===== config.mk =====
export PLATFORM = sky130hd
export DESIGN_NAME = grid_display_scan
export DESIGN_NICKNAME = d
export VERILOG_FILES = /design/src/rtl/grid_display_pkg.sv /design/src/rtl/grid_display_scan_popcount64.sv /design/src/rtl/grid_display_scan.sv
export SDC_FILE = /design/constraint.sdc
export NUM_CORES = 1
export LEC_CHECK = 0
export CELL_PAD_IN_SITES_DETAIL_PLACEMENT = 0
export CELL_PAD_IN_SITES_GLOBAL_PLACEMENT = 1
export CORE_MARGIN = 5
export CORE_UTILIZATION = 45
export CTS_BUF_LIST = sky130_fd_sc_hd__clkbuf_8
export DETAILED_ROUTE_END_ITERATION = 12
export PLACE_DENSITY_LB_ADDON = 0.1
export RECOVER_POWER = 100
export SLEW_MARGIN = 20
export SYNTH_ARGS = -nofsm -noshare
export SYNTH_HDL_FRONTEND = slang
export SYNTH_SLANG_ARGS = --single-unit

===== constraint.sdc =====
create_clock -name clk -period 7.05 [get_ports clk]
set_clock_uncertainty 0.15 [all_clocks]
set_input_delay 1.0575 -clock clk [delete_from_list [all_inputs] [get_ports clk]]
set_output_delay 1.0575 -clock clk [all_outputs]
set_load 0.01 [all_outputs]

===== src/rtl/grid_display_pkg.sv =====
// Shared types and helpers for the 8x8 LED matrix scanner.
package grid_display_pkg;
  localparam int GRID_ROWS = 8;
  localparam int GRID_COLS = 8;
  localparam int GRID_BITS = 64;

  typedef logic [2:0] row_idx_t;

  typedef enum logic [1:0] {IDLE, LOAD, SCAN, BLANK} scan_state_t;

  // Row r occupies grid[8r+7:8r]; column c is bit 8r+c.
  function automatic logic [GRID_COLS-1:0] row_of(input logic [GRID_BITS-1:0] g,
                                                  input row_idx_t idx);
    return g[{idx, 3'b000} +: GRID_COLS];
  endfunction
endpackage


===== src/rtl/grid_display_scan_popcount64.sv =====
// Combinational 64-bit population count built as a balanced adder tree.
module popcount64 (
  input  logic [63:0] din,
  output logic [6:0]  cnt
);
  logic [31:0][1:0] l1;
  logic [15:0][2:0] l2;
  logic [7:0][3:0]  l3;
  logic [3:0][4:0]  l4;
  logic [1:0][5:0]  l5;

  always_comb begin
    for (int i = 0; i < 32; i++) l1[i] = {1'b0, din[2*i]} + {1'b0, din[2*i+1]};
    for (int i = 0; i < 16; i++) l2[i] = {1'b0, l1[2*i]} + {1'b0, l1[2*i+1]};
    for (int i = 0; i < 8; i++)  l3[i] = {1'b0, l2[2*i]} + {1'b0, l2[2*i+1]};
    for (int i = 0; i < 4; i++)  l4[i] = {1'b0, l3[2*i]} + {1'b0, l3[2*i+1]};
    for (int i = 0; i < 2; i++)  l5[i] = {1'b0, l4[2*i]} + {1'b0, l4[2*i+1]};
    cnt = {1'b0, l5[0]} + {1'b0, l5[1]};
  end
endmodule


===== src/rtl/grid_display_scan.sv =====
// Double-buffered row-multiplexed scanner for an 8x8 LED matrix.
// Optional macro SCAN_BLANK_EN inserts a one-cycle blank after every row.
module grid_display_scan
  import grid_display_pkg::*;
#(
  parameter int unsigned DWELL_CYCLES = 4
) (
  input  logic                 clk,
  input  logic                 reset,
  input  logic [GRID_BITS-1:0] grid,
  input  logic                 grid_valid,
  output logic [GRID_ROWS-1:0] row_sel,
  output logic [GRID_COLS-1:0] col_data,
  output logic                 frame_done,
  output logic [6:0]           alive_count,
  output logic                 busy
);
  localparam logic [7:0] DWELL_RELOAD = 8'(DWELL_CYCLES - 1);
  localparam row_idx_t   LAST_ROW     = row_idx_t'(GRID_ROWS - 1);

  scan_state_t          state_q, state_d;
  logic [GRID_BITS-1:0] shadow_q, shadow_d, pending_q, pending_d;
  logic                 pend_flag_q, pend_flag_d;
  row_idx_t             row_q, row_d;
  logic [7:0]           dwell_q, dwell_d;
  logic [6:0]           alive_q, alive_d;
  logic                 frame_done_q, frame_done_d;
  logic                 frame_end;
  logic [6:0]           shadow_pop;

  popcount64 u_pop (.din(shadow_q), .cnt(shadow_pop));

  always_comb begin
    state_d      = state_q;
    shadow_d     = shadow_q;
    pending_d    = pending_q;
    pend_flag_d  = pend_flag_q;
    row_d        = row_q;
    dwell_d      = dwell_q;
    alive_d      = alive_q;
    frame_done_d = 1'b0;
    frame_end    = 1'b0;
    case (state_q)
      IDLE: if (grid_valid) begin
        shadow_d = grid;
        state_d  = LOAD;
      end
      LOAD: begin
        alive_d = shadow_pop;
        row_d   = '0;
        dwell_d = DWELL_RELOAD;
        state_d = SCAN;
      end
      SCAN: begin
        if (dwell_q != 8'd0) begin
          dwell_d = dwell_q - 8'd1;
        end else begin
`ifdef SCAN_BLANK_EN
          state_d = BLANK;
`else
          if (row_q != LAST_ROW) begin
            row_d   = row_q + row_idx_t'(1);
            dwell_d = DWELL_RELOAD;
          end else begin
            frame_end = 1'b1;
          end
`endif
        end
      end
`ifdef SCAN_BLANK_EN
      BLANK: begin
        if (row_q != LAST_ROW) begin
          row_d   = row_q + row_idx_t'(1);
          dwell_d = DWELL_RELOAD;
          state_d = SCAN;
        end else begin
          frame_end = 1'b1;
        end
      end
`endif
      default: state_d = IDLE;
    endcase

    // A strobe landing exactly on frame end bypasses the pending buffer.
    if (frame_end) begin
      frame_done_d = 1'b1;
      if (grid_valid) begin
        shadow_d    = grid;
        pend_flag_d = 1'b0;
        state_d     = LOAD;
      end else if (pend_flag_q) begin
        shadow_d    = pending_q;
        pend_flag_d = 1'b0;
        state_d     = LOAD;
      end else begin
        row_d   = '0;
        dwell_d = DWELL_RELOAD;
        state_d = SCAN;
      end
    end else if (grid_valid && state_q != IDLE) begin
      pending_d   = grid;
      pend_flag_d = 1'b1;
    end
  end

  always_ff @(posedge clk) begin
    if (reset) begin
      state_q      <= IDLE;
      shadow_q     <= '0;
      pending_q    <= '0;
      pend_flag_q  <= 1'b0;
      row_q        <= '0;
      dwell_q      <= '0;
      alive_q      <= '0;
      frame_done_q <= 1'b0;
    end else begin
      state_q      <= state_d;
      shadow_q     <= shadow_d;
      pending_q    <= pending_d;
      pend_flag_q  <= pend_flag_d;
      row_q        <= row_d;
      dwell_q      <= dwell_d;
      alive_q      <= alive_d;
      frame_done_q <= frame_done_d;
    end
  end

  assign row_sel     = (state_q == SCAN) ? (GRID_ROWS'(1) << row_q) : '0;
  assign col_data    = (state_q == SCAN) ? row_of(shadow_q, row_q) : '0;
  assign frame_done  = frame_done_q;
  assign alive_count = alive_q;
  assign busy        = (state_q != IDLE);
endmodule

==> flow_summary.ini <==
[run_status]
outcome = finished with violations
violations = max-capacitance violations, max-slew violations

[clock_network]
clock_sinks = 150
cts_buffers = 17
post_cts_buffers = 0
cts_hold_buf = 0
cts_tree = done
htreeDepth = 4
cts_root_buffer = clkbuf_8
clock_path_buffers = 2
post_cts_resized = 0
clock_latency_ns = 0.46
clk_pin_slew_ns = 0.09

[final_layout]
layout_common_cells = nor2_1, dfxtp_1, mux2i_1, inv_1, nand2_1
fillers = 1990
layout.nets = 1255
final_cells = 1399
drive_gt1_share_pct = 5.872
area_delta_synth_final_pct = 14.54
final_common_cell = nor2_1
diodes = 0

[yosys]
async_flop_share_pct = 0
synth_nets = 1228
synth_cell_types = 47
synth_seq_cells = 150
synth_ff_type = dfxtp_1
yosysSeqAreaShare_pct = 30.85
synthCells = 1084
ys_warn_count = 0
synth_edf_count = 0
avgSynthCellArea_um2 = 8.980
synth_area_um2 = 9734

[worst_setup_path]
end_kind = flip-flop
r2r_cells = 17
cp_cell_sequence = inv_1 -> fa_1 -> inv_1 -> fa_1 -> inv_1 -> fa_1 -> fa_1 -> inv_1 -> fa_1 -> fa_1 -> fa_1 -> fa_1 -> ha_1 -> a21o_1 -> a211oi_1 -> nor4_1 -> or3b_2
reg2reg_to = alive_count[5]
reg2reg_from = shadow_q[35]
crit_family = adder cells
reg2reg_setup_slack_ns = 0.90
cpMostUsedCell = fa_1
cp.required_ns = 7.24
critPathMaxFanout = 4
cp_num_buf_inv = 4
cpMaxStageDelayCell = fa_1
arrival_ns = 6.34
worstSetupPathType = flip-flop to flip-flop
slowest_delay_ns = 0.55
crit_path_start_kind = flip-flop

[worst_hold_path]
hp-class = flip-flop to flip-flop
hold_end = pending_q[37]
holdCritStartpoint = pending_q[37]
hold_depth = 2

[place]
dp_cells = 1367
io_buffers = 91
post-dp-hpwl_mm = 17.66
place_congestion = 0.8599
pre_cts_ws_ns = 0.8827

[floorplan]
die_area_um2 = 24670
die_x_um = 157.1
floorplan.core_area_um2 = 21150
rows = 53
ios = 92
initial_core_util_pct = 46.02
chipHeight_um = 157.1

[sta]
relSlewSlack_pct = -147.6
fin_crit_ns = 6.152
finalCritPeriodShare_pct = 87.26
worst_pin_slew_ns = 3.714
layout_setup_ws_ns = 0.8985
max_clock_freq_mhz = 162.6
setup_viol = 0
hold_viol_final = 0
maxSlewViolCount = 323
rsz0062_at_grt = no
finalSetupTns_ns = 0

[routing]
vias = 7900
drc = 0
drtIter0Drc = 563
ant_nets = 0
wl_per_cell_um = 18.69
routed_wl_mm = 26.15
firstDrtPassIters = 5
via_per_inst = 5.647

[job]
max_cap_viol_count = 5

[power]
powerDensity_nw_per_um2 = 318.0
static-leakage-power_nw = 4.126
peakVddDrop_v = 0.0002907

[grt]
track_usage_pct = 21.62
antenna_found_initial = 0
grt_pass1_wl_mm = 42.59
grt_max_degree = 110
grt_pass1_vias = 7598
grt_overflow = 0
## stage by stage
stage          power (mW)  instance area, µm²  hold slack, ns  util [%]
6_report            3.546               11150          0.3471     52.71
5_1_grt             3.885               11150          0.3718     52.71
4_1_cts             3.608               11180          0.3545     52.87
3_5_place_dp        2.746               10670          0.3335     50.44
3_3_place_gp        2.705               10670          0.3247     50.44
2_1_floorplan       2.331                9734          0.3101         -
## worst reg2reg max path: stages, from the launching register on
cell and delay (ns):
dfxtp_1 0.38, inv_1 0.08, fa_1 0.54, inv_1 0.05
fa_1 0.48, inv_1 0.05, fa_1 0.42, fa_1 0.55
inv_1 0.05, fa_1 0.55, fa_1 0.44, fa_1 0.52
fa_1 0.45, ha_1 0.29, a21o_1 0.19, a211oi_1 0.30
nor4_1 0.09, or3b_2 0.46
## routing by layer
metal | wire [µm] | vias up | GRT usage (%) | part of all wire [%]
met4 | 331 | 0 | 5.121 | 1.3
met1 | 12330 | 3834 | 31.11 | 47
met5 | 0 | - | 0 | 0
li1 | - | 3865 | - | -
met3 | 1328 | 19 | 3.849 | 5.1
met2 | 12150 | 182 | 34.10 | 46
## final cells by class
class	instances	area (µm²)	area share, %
inverter	105	394.1	3.535
tap	275	344.1	3.086
clock buffer	20	275.3	2.469
sequential	150	3007	26.97
multi-input combinational	737	5931	53.19
timing repair buffer	100	960.9	8.619
clock inverter	12	237.7	2.132
## synthesized netlist by cell type, types with 3 or more instances
cell type,n,area (µm²)
ha_1,23,287.8
and3_1,4,25.02
nor4_1,4,25.02
buf_6,6,67.56
clkbuf_1,62,232.7
a31oi_1,6,37.54
nand2_1,73,274.0
mux4_2,16,360.4
a311oi_1,66,578.1
inv_1,105,394.1
mux2i_1,139,1391
and2_1,4,25.02
buf_2,20,100.1
buf_1,3,11.26
nand3_1,66,330.3
nor3_1,5,25.02
dfxtp_1,150,3003
o21ai_0,14,70.07
fa_1,54,1081
a21oi_1,11,55.05
a21o_1,3,22.52
nor2_1,151,566.8
a211oi_1,67,503.0
## registers in the layout, indices dropped and copies added (netlist names)
signal	count
alive_count	7
dwell_q	8
frame_done	1
pend_flag_q	1
pending_q	64
row_q	3
shadow_q	64
state_q	2
## cell families (layout without fill, tap and decap cells)
kind of cell | Yosys count | count (layout) | share of synthesized area, %
AOI/OAI and AO/OA | 179 | 179 | 14.02
xor gates and xnor gates | 3 | 3 | 0.2700
adders and majority gates | 77 | 77 | 14.06
buffers and inverters | 197 | 237 | 8.355
DFF | 150 | 150 | 30.85
muxes | 155 | 155 | 17.99
and+or+nand+nor | 323 | 323 | 14.45
## report_power, final
| part | switching, mW | internal [mW] | total [mW] |
|---|---|---|---|
| registers | 0.0733 | 0.912 | 0.985 |
| logic | 0.923 | 0.786 | 1.71 |
| clock network | 0.358 | 0.494 | 0.852 |
## worst max path at each step
stage / cells past startpoint / slack (ns) / to / startpoint
global route: 7 / 0.44 / shadow_q[36] / dwell_q[1]
global placement: 18 / 0.95 / alive_count[4] / shadow_q[59]
CTS: 18 / 0.88 / alive_count[4] / shadow_q[59]
detailed placement: 18 / 0.88 / alive_count[4] / shadow_q[59]
finish: 17 / 0.90 / alive_count[5] / shadow_q[35]
floorplan: 18 / 1.18 / alive_count[6] / shadow_q[59]
Power figures use the tool's default switching activity.
